**src/rtl/itlb_ctrl.sv**
```systemverilog
// Instruction TLB (fully associative, round-robin refill) plus miss FSM for the fetch stage.
// Latency: lookup is combinational (0 cycles); a miss reports MISS_LATENCY+1 cycles after detection.
// Backpressure: itlb_stall freezes fetch during detection and WALK; released for REPORT and refill wait.
module itlb_ctrl #(
    parameter int ENTRIES      = 4,
    parameter int PAGE_BITS    = 12,
    parameter int MISS_LATENCY = 3
) (
    input  logic                   clock,
    input  logic                   rst_n,
    input  logic                   req,
    input  logic [31:0]            va,
    input  logic                   abort,
    output logic [31:0]            pa,
    output logic                   hit,
    output logic                   itlb_stall,
    output logic                   itlb_miss,
    output logic                   itlb_ready,
    output logic [31:0]            faulty_va,
    input  logic                   tlb_we,
    input  logic [31-PAGE_BITS:0]  tlb_vpn,
    input  logic [31-PAGE_BITS:0]  tlb_ppn,
    input  logic                   tlb_flush
);

    localparam int VPN_W = 32 - PAGE_BITS;
    localparam int IDX_W = (ENTRIES > 1) ? $clog2(ENTRIES) : 1;
    localparam int CNT_W = (MISS_LATENCY > 1) ? $clog2(MISS_LATENCY) : 1;

    typedef enum logic [1:0] {
        IDLE,
        WALK,
        REPORT,
        WAIT_REFILL
    } state_t;

    state_t             state_q;
    logic [CNT_W-1:0]   cnt_q;
    logic [31:0]        miss_va_q;
    logic [31:0]        faulty_va_q;
    logic               miss_q;
    logic               ready_q;

    logic [ENTRIES-1:0] valid_q;
    logic [VPN_W-1:0]   vpn_q [ENTRIES];
    logic [VPN_W-1:0]   ppn_q [ENTRIES];
    logic [IDX_W-1:0]   ptr_q;

    logic               lk_match;
    logic [VPN_W-1:0]   lk_ppn;
    logic               rf_match;
    logic [IDX_W-1:0]   rf_idx;
    logic               miss_start;

    // Refill never creates a duplicate VPN, so the match vector is one-hot and OR-reduction is safe.
    always_comb begin
        lk_match = 1'b0;
        lk_ppn   = '0;
        rf_match = 1'b0;
        rf_idx   = '0;
        for (int i = 0; i < ENTRIES; i++) begin
            if (valid_q[i] && (vpn_q[i] == va[31:PAGE_BITS])) begin
                lk_match = 1'b1;
                lk_ppn   = lk_ppn | ppn_q[i];
            end
            if (valid_q[i] && (vpn_q[i] == tlb_vpn)) begin
                rf_match = 1'b1;
                rf_idx   = IDX_W'(i);
            end
        end
    end

    assign hit        = req & lk_match;
    assign pa         = hit ? {lk_ppn, va[PAGE_BITS-1:0]} : 32'h0;
    assign miss_start = (state_q == IDLE) & req & ~lk_match & ~abort;
    assign itlb_stall = (state_q == WALK) | (miss_start & rst_n);
    assign itlb_miss  = miss_q;
    assign itlb_ready = ready_q;
    assign faulty_va  = faulty_va_q;

    always_ff @(posedge clock or negedge rst_n) begin
        if (!rst_n) begin
            valid_q <= '0;
            ptr_q   <= '0;
        end else if (tlb_flush) begin
            valid_q <= '0;
            ptr_q   <= '0;
        end else if (tlb_we && !rf_match) begin
            valid_q[ptr_q] <= 1'b1;
            ptr_q          <= ptr_q + IDX_W'(1);
        end
    end

    always_ff @(posedge clock) begin
        if (tlb_we && !tlb_flush) begin
            if (rf_match) begin
                ppn_q[rf_idx] <= tlb_ppn;
            end else begin
                vpn_q[ptr_q] <= tlb_vpn;
                ppn_q[ptr_q] <= tlb_ppn;
            end
        end
    end

    always_ff @(posedge clock or negedge rst_n) begin
        if (!rst_n) begin
            state_q     <= IDLE;
            cnt_q       <= '0;
            miss_va_q   <= '0;
            faulty_va_q <= '0;
            miss_q      <= 1'b0;
            ready_q     <= 1'b0;
        end else begin
            case (state_q)
                IDLE: begin
                    if (miss_start) begin
                        state_q   <= WALK;
                        miss_va_q <= va;
                        cnt_q     <= CNT_W'(MISS_LATENCY - 1);
                    end
                end
                WALK: begin
                    if (abort) begin
                        state_q <= IDLE;
                    end else if (cnt_q == '0) begin
                        state_q     <= REPORT;
                        miss_q      <= 1'b1;
                        ready_q     <= 1'b1;
                        faulty_va_q <= miss_va_q;
                    end else begin
                        cnt_q <= cnt_q - CNT_W'(1);
                    end
                end
                // The exception is already committed downstream, so abort cannot cancel it here.
                REPORT: begin
                    state_q <= WAIT_REFILL;
                    ready_q <= 1'b0;
                end
                WAIT_REFILL: begin
                    if (tlb_we) begin
                        state_q     <= IDLE;
                        miss_q      <= 1'b0;
                        faulty_va_q <= '0;
                    end
                end
                default: begin
                    state_q <= IDLE;
                    miss_q  <= 1'b0;
                    ready_q <= 1'b0;
                end
            endcase
        end
    end

endmodule

```
**config.mk**
```make
export PLATFORM = sky130hd
export DESIGN_NAME = itlb_ctrl
export DESIGN_NICKNAME = d
export VERILOG_FILES = /design/src/rtl/itlb_ctrl.sv
export SDC_FILE = /design/constraint.sdc
export NUM_CORES = 1
export LEC_CHECK = 0
export ABC_AREA = 0
export CORE_MARGIN = 8
export CORE_UTILIZATION = 51
export CTS_BUF_LIST = sky130_fd_sc_hd__clkbuf_4 sky130_fd_sc_hd__clkbuf_8
export CTS_CLUSTER_SIZE = 12
export DETAILED_ROUTE_END_ITERATION = 10
export DONT_BUFFER_PORTS = 1
export PLACE_DENSITY = 0.67
export SLEW_MARGIN = 15
export SYNTH_ARGS = -nofsm -noshare
export SYNTH_HDL_FRONTEND = slang
export SYNTH_SLANG_ARGS = --single-unit
```
**constraint.sdc**
```tcl
create_clock -name clock -period 8.65 [get_ports clock]
set_input_delay 1.73 -clock clock [delete_from_list [all_inputs] [get_ports clock]]
set_output_delay 1.73 -clock clock [all_outputs]
set_load 0.01 [all_outputs]
```
Word level (Yosys, flattened, before mapping):

Memory sizes are Yosys's and may differ from the RTL's.
Cells that the tools add are included.

* register bits: 76
* word-level logic and storage cells: 117
* output and inout port bits: 68
* memories kept: 2
* bits of input ports: 78
* bits in writable memories: 160

Memories
* ppn_q: depth 4, width 20, read ports 4, clocked after memory_dff 0, wr ports 1, line 46 `logic [VPN_W-1:0] ppn_q [ENTRIES];`
* vpn_q: depth 4, width 20, read ports 4, clocked after memory_dff 0, wr ports 1, line 45 `logic [VPN_W-1:0] vpn_q [ENTRIES];`

* muxes and demuxes: 49
* magnitude comparators: 2
* add/sub/neg operators: 2
* equality and inequality tests: 17
* bitwise gates (word level): 12
* reductions and logical operators: 25

Operators with widths (count)
* 20-bit == test: 8
* 32-bit 2-to-1 mux: 4
* 20-bit 2-to-1 mux: 5
* 32-bit one-hot mux with 2 select lines: 1
* 20-bit OR: 3
* 2-bit 2-to-1 mux: 12
* 1-bit 2-to-1 mux: 20
* 20-bit OR reduction: 1
* 1-bit logical AND: 11
* 4-bit 2-to-1 mux: 2
* 2-bit != test (second input constant): 4
* 2-bit one-hot mux with 4 select lines: 1
* 4-bit AND reduction: 2
* 2-bit nonzero test: 4
* 3-bit AND reduction: 2
* 1-bit AND: 5
* 2-bit == test (second input constant): 2
* 2-bit logical NOT: 2
* 4-bit OR: 1
* 1-bit one-hot mux with 2 select lines: 2
* 2-bit one-hot mux with 2 select lines: 1
* 2-bit by 3-bit less-than comparator with 1-bit output (second input constant): 1
* 3-bit by 2-bit != test with 1-bit output (second input constant): 1
* 2-bit by 1-bit adder with 2-bit output (second input constant): 1
* other kinds (9): 11

Depth between registers and ports, before layout:

Gate-level depths: netlist of run 1.
An unclocked memory read counts as a cell.

* word-level depth: 12
* gate-level depth with buffers: 9

Least setup slack after synthesis of run 1:

No wires, ideal clock.

* path type: input to output
* start: input va[22]
* end: output pa[31]
* required time: 6.920 ns
* arrival: 3.413 ns
* stages on the path: 8
* setup slack: 3.507 ns
* path buffers: 2
* cells stage by stage: buf_2 -> xnor2_1 -> nand4_1 -> or4_1 -> nor3_2 -> buf_2 -> a22oi_1 -> a21oi_1

* word-level cells in the longest chain between the ends: 10
* elaborated cells on any way between the ends: 21
* classes of those cells: eq/ne (4); mux (9); bitwise (4); reduce/logical (4)

Ends and longest elaborated chain
* from (decl): line 12 `input logic [31:0] va,`
* 20-bit == test: line 62 `if (valid_q[i] && (vpn_q[i] == va[31:PAGE_BITS])) begin`
* 1-bit logical AND: line 62
* 20-bit 2-to-1 mux: line 62
* 20-bit OR: line 64 `lk_ppn = lk_ppn | ppn_q[i];`
* 20-bit 2-to-1 mux: line 62
* 20-bit OR: line 64
* 20-bit 2-to-1 mux: line 62
* 20-bit OR: line 64
* 20-bit 2-to-1 mux: line 62
* 32-bit 2-to-1 mux (*): line 74 `assign pa = hit ? {lk_ppn, va[PAGE_BITS-1:0]} : 32'h0;`
* to (decl): line 14 `output logic [31:0] pa,`

Mark *: on every way between the ends. The rest lies on a longest branch, timed or not.

Final worst setup path of run 1:

* start: input va[20]
* end: output pa[31]

The elaborated chain is that of the path after synthesis.

==> results_dict.tcl, run 1 <==
set metrics [dict create \
    synth_edf_count 160 \
    antenna_cells 0 \
    groute.usage.overall_pct 21.6 \
    placeableCoreArea_um2 20300 \
    p_leak_uw 0.00389 \
    clock_latency_ns 0.54 \
    synth-seq-area-share_pct 63.2 \
    vias 6271 \
    synth.largest_area_cell "edfxtp_1" \
    ir_drop_v 0.000140 \
    post_cts_resized 0 \
    setup_viol 0 \
    grt_pass1_vias 6455 \
    initial_utilization_pct 52.2 \
    drt_iter0_drc 541 \
    yosys_warnings 0 \
    wire_per_inst_um 27.0 \
    drv_cap 0 \
    die_y_um 160 \
    synth_top_area_share_pct 45.3 \
    cts_hold_buffers 0 \
    synthCells 751 \
    viasPerCell 6.03 \
    hold_viol 0 \
    post-synth-top-count-cell "edfxtp_1" \
    crit_path_start_kind "input pin" \
    area_growth_pct 8.14 \
    post_cts.repair.setup_buffers 0 \
    synthArstFlopShare_pct 32.2 \
    cp.required_ns 6.92 \
    rsz0062_at_grt "false" \
    grt_max_degree 78 \
    worst_pin_slew_ns 1.14 \
    hold_path_class "reg -> reg" \
    cp_data_arrival_time_ns 4.35 \
    firstDrtPassIters 4 \
    dp_hpwl_um 20700 \
    grt_overflow_total 0 \
    clockBufferDepth 3 \
    p_per_area_nw_per_um2 239 \
    syn_avg_cell_area_um2 14.1 \
    h-tree-depth 2 \
    syn_nets 834 \
    rows 52 \
    post-route-period-util_pct 70.3 \
    root_buffer "clkbuf_8" \
    die-width_um 160 \
    status "completed" \
    synth_cell_types 39 \
    maxSlewViolCount 0 \
    cts_tree "built" \
    synth_commonest_cells "edfxtp_1, xnor2_1, dfrtp_1, nand4_1, a22oi_1" \
    finalCriticalPeriod_ns 6.08 \
    crit_path_end_kind "output pin" \
    drc_errors 0 \
    grt_pass1_wl_um 41900 \
    placement.io_buffers 0 \
    final_nets 825 \
    cp_max_fo 21 \
    wl_um 28100 \
    max_clock_freq_mhz 164 \
    maxSlewHeadroom_pct 23.8 \
    synth_area_um2 10600 \
    cts.sinks 236 \
    ant_nets 0 \
    numCtsBuffers 39 \
    globalplace.congestion 0.968 \
    io_pins 146 \
    antenna_found_initial 0 \
    skew_ns 0.0243 \
    critical_path_class "in -> out" \
    netlist_top_cells_area "edfxtp_1, dfrtp_1, xnor2_1" \
    clk_pin_slew_ns 0.05 \
    totalNegativeSetupSlack_ns 0 \
    final_layout_size_suffix_gt1_share_pct 13.8 \
    worst_hold_slack_ns 0.489 \
    die_area_um2 25700 \
    ys.flop_type "edfxtp_1" \
    ys_ff_latch 236 \
]
==> cells by family (layout without fill, tap and decap cells) <==
family / Yosys count / after routing / share of synthesized area, %
DFF: 236 / 236 / 63.2
xor gates and xnor gates: 160 / 160 / 13.2
AOI/OAI and AO/OA: 109 / 109 / 8.21
and+or+nand+nor: 140 / 140 / 7.85
adders and majority gates: 5 / 5 / 0.590
muxes: 35 / 35 / 3.69
buffers and inverters: 66 / 85 / 3.21
==> path summary, 6_finish.rpt <==
path | end | cells after the start | from | slack (ns)
worst max register to register | ppn_q[2][17] | 7 | vpn_q[3][5] | 5.15
worst max-delay path | pa[31] | 8 | va[20] | 2.57
worst min register to register | miss_va_q[25] | 1 | miss_va_q[25] | 0.49
max in group asynchronous | valid_q[3] | 0 | rst_n | 7.65
worst min-delay path | miss_va_q[25] | 1 | miss_va_q[25] | 0.49
min in group asynchronous | miss_va_q[24] | 0 | rst_n | 0.88
==> per-layer routing <==
layer / track usage [%] / part of all wire (%) / vias up
li1: - / - / 2772
met1: 28.0 / 42 / 3145
met2: 34.1 / 46 / 302
met3: 7.12 / 9.9 / 52
met4: 6.20 / 2.1 / 0
met5: 0 / 0 / -
==> state kept, by name, summed over array words and instances (netlist names), named ones only <==
name and flops:
itlb_ready 1, cnt_q 2, vpn_q 80, valid_q 4, miss_va_q 32, ptr_q 2
faulty_va 32, itlb_miss 1, state_q 1, ppn_q 80
==> final cells by class <==
type / count / area [um2]
clock buffers: 56 / 696
clock inverters: 13 / 65.1
fillers: 1661 / 8830
inverters: 8 / 30.0
multi-input cells: 449 / 3570
flip-flops and latches: 236 / 6710
well taps: 270 / 338
repair buffers: 8 / 60.1
==> metrics by stage <==
step,setup WS (ns),total power (uW),util (%),instance area [um2],std cells
6_report,2.57,2740,56.5,11500,1040
5_1_grt,2.36,2860,56.5,11500,1040
4_1_cts,2.57,2760,56.5,11500,1040
3_5_place_dp,2.56,1810,52.7,10700,971
3_3_place_gp,2.55,1790,52.7,10700,971
2_1_floorplan,3.51,1730,-,10600,751
==> power by group <==
| part | switching [uW] | internal (uW) | leakage [uW] | total, uW |
|---|---|---|---|---|
| Clock | 432 | 518 | 0.000408 | 951 |
| Sequential | 134 | 1370 | 0.00241 | 1510 |
| Combinational | 128 | 152 | 0.00108 | 279 |
==> placed cells by master, fill, tap and decap left out, types with 14 or more instances in the layout <==
cell type,count
a21oi_2,20
mux2_1,30
nand2_1,14
xnor2_1,141
and3_1,17
clkbuf_8,44
dfrtp_1,76
a22o_1,36
a22oi_1,42
edfxtp_1,160
nand4_1,48
nand3_1,14
xor2_1,19
==> worst max-delay path: stages <==
cell and delay, ns:
xnor2_1 0.39, nand4_1 0.16, or4_1 0.55, nor3_2 0.19, buf_4 0.30, or4_4 0.25
nand2_2 0.37, a21oi_1 0.40
Power figures use the tool's default switching activity.
==> run 2: changes to the inputs <==
PLACE_DENSITY = 0.7   (was 0.67)
clock period = 4.9 ns   (was 8.65 ns; I/O delays follow)
==> results_dict.tcl, run 2 (synthesis gave the netlist of run 1 again) <==
set metrics [dict create \
    p_leak_uw 0.00390 \
    place.detailed.instances 975 \
    multi_input_area_um2 3570 \
    cts.sinks 236 \
    drt_iter0_drc 614 \
    die-width_um 160 \
    mostFrequentLayoutCells "edfxtp_1, xnor2_1, dfrtp_1" \
    wl_um 28200 \
    final_nets 828 \
    drv_cap 0 \
    clockBufferDepth 3 \
    firstDrtPassIters 5 \
    setup_viol 0 \
    rsz0062_at_grt "false" \
    maxSlewHeadroom_pct 30.0 \
    worst_pin_slew_ns 1.05 \
    post_cts_resized 0 \
    totalNegativeSetupSlack_ns 0 \
    cp_data_arrival_time_ns 3.47 \
    grt_max_degree 78 \
    post_cts.repair.setup_buffers 0 \
    antenna_cells 0 \
    hold_viol 0 \
    maxSlewViolCount 0 \
    largestRegisters "ppn_q x80, vpn_q x80" \
    grt_overflow_total 0 \
    ant_nets 0 \
    initial_utilization_pct 52.2 \
    area_growth_pct 8.45 \
    clock_latency_ns 0.53 \
    post-route-period-util_pct 90.7 \
    placeableCoreArea_um2 20300 \
    io_pins 146 \
    root_buffer "clkbuf_8" \
    crit_path_start_kind "flip-flop" \
    cts_tree "built" \
    cp.required_ns 3.92 \
    final_layout_size_suffix_gt1_share_pct 13.8 \
    die_area_um2 25700 \
    max_stage_delay_ns 0.53 \
    numCtsBuffers 38 \
    hold_path_class "in -> async" \
    groute.usage.overall_pct 21.5 \
    rows 52 \
    die_y_um 160 \
    status "completed" \
    fin_cells 1039 \
    finalCriticalPeriod_ns 4.45 \
    max_clock_freq_mhz 225 \
    vias 6362 \
    skew_ns 0.0163 \
    final_common_cell "edfxtp_1" \
    ir_drop_v 0.000218 \
    h-tree-depth 2 \
    viasPerCell 6.12 \
    n_fill_cell 1615 \
    crit_path_end_kind "output pin" \
    grt_pass1_vias 6497 \
    antenna_found_initial 0 \
    wire_per_inst_um 27.1 \
    placement.io_buffers 0 \
    grt_pass1_wl_um 41900 \
    cp_max_fo 21 \
    globalplace.congestion 0.948 \
    crit_chain "xnor2_1 > nand4_1 > or4_1 > nor3_2 > or4_4 > nand2_2 > a21oi_1 > buf_4" \
    fin_total_pwr_uw 4860 \
    cts_hold_buffers 0 \
    clk_pin_slew_ns 0.06 \
    seq_area_um2 6710 \
    dp_hpwl_um 20800 \
    drc_errors 0 \
    crit_path_top_delay_cell "or4_1" \
    p_per_area_nw_per_um2 422 \
    critical_path_class "reg -> out" \
]
run 2: area by class of cell:
class / count / area share [%]
Multi-Input combinational cell: 449 / 31.1
Inverter: 8 / 0.261
Tap cell: 270 / 2.94
Clock buffer: 53 / 5.69
Clock inverter: 11 / 0.946
Timing Repair Buffer: 12 / 0.783
Sequential cell: 236 / 58.3
run 2: worst max-delay path, delay by kind of cell, from the launching register on:
kind	cells	cell delay [ns]
AOI/OAI and AO/OA	1	0.35
buffers and inverters	1	0.17
xor gates and xnor gates	1	0.39
and+or+nand+nor	5	1.58
DFF	1	0.42
run 2: power by group:
group	leakage [uW]	switching (uW)	total, uW	internal (uW)
logic	0.00110	226	494	269
registers	0.00241	240	2660	2420
clock network	0.000397	735	1700	967
run 2: per-layer routing:
layer	vias to the layer above	track usage (%)	wire (um)
met1	3232	28.9	12000
met3	58	6.17	2730
met4	0	7.56	813
met5	-	0	0
li1	2775	-	-
met2	297	32.9	12700
run 2: final timing paths:
check	startpoint	endpoint	slack (ns)	cells past startpoint
max	vpn_q[0][7]	pa[31]	0.45	8
min	rst_n	miss_va_q[10]	0.15	0
max reg2reg	vpn_q[3][2]	vpn_q[2][18]	1.87	7
min reg2reg	miss_va_q[29]	faulty_va[29]	0.49	1
max in group asynchronous	rst_n	valid_q[2]	4.61	0
min in group clock	miss_va_q[29]	faulty_va[29]	0.49	1
run 2: per-stage QoR:
step	worst slack, ns	hold WS (ns)	utilization, %	area (um2)
floorplan	1.26	0.460	-	10600
global placement	0.487	0.476	52.9	10700
detailed placement	0.448	0.482	52.9	10700
CTS	0.408	0.116	56.7	11500
global route	0.314	0.118	56.7	11500
finish	0.453	0.146	56.7	11500
==> run 3: changes to the inputs <==
SKIP_CTS_REPAIR_TIMING = 1   (was unset)
==> results of run 3 <==
The final DEF is identical to that of run 2; final timing and power are the same.
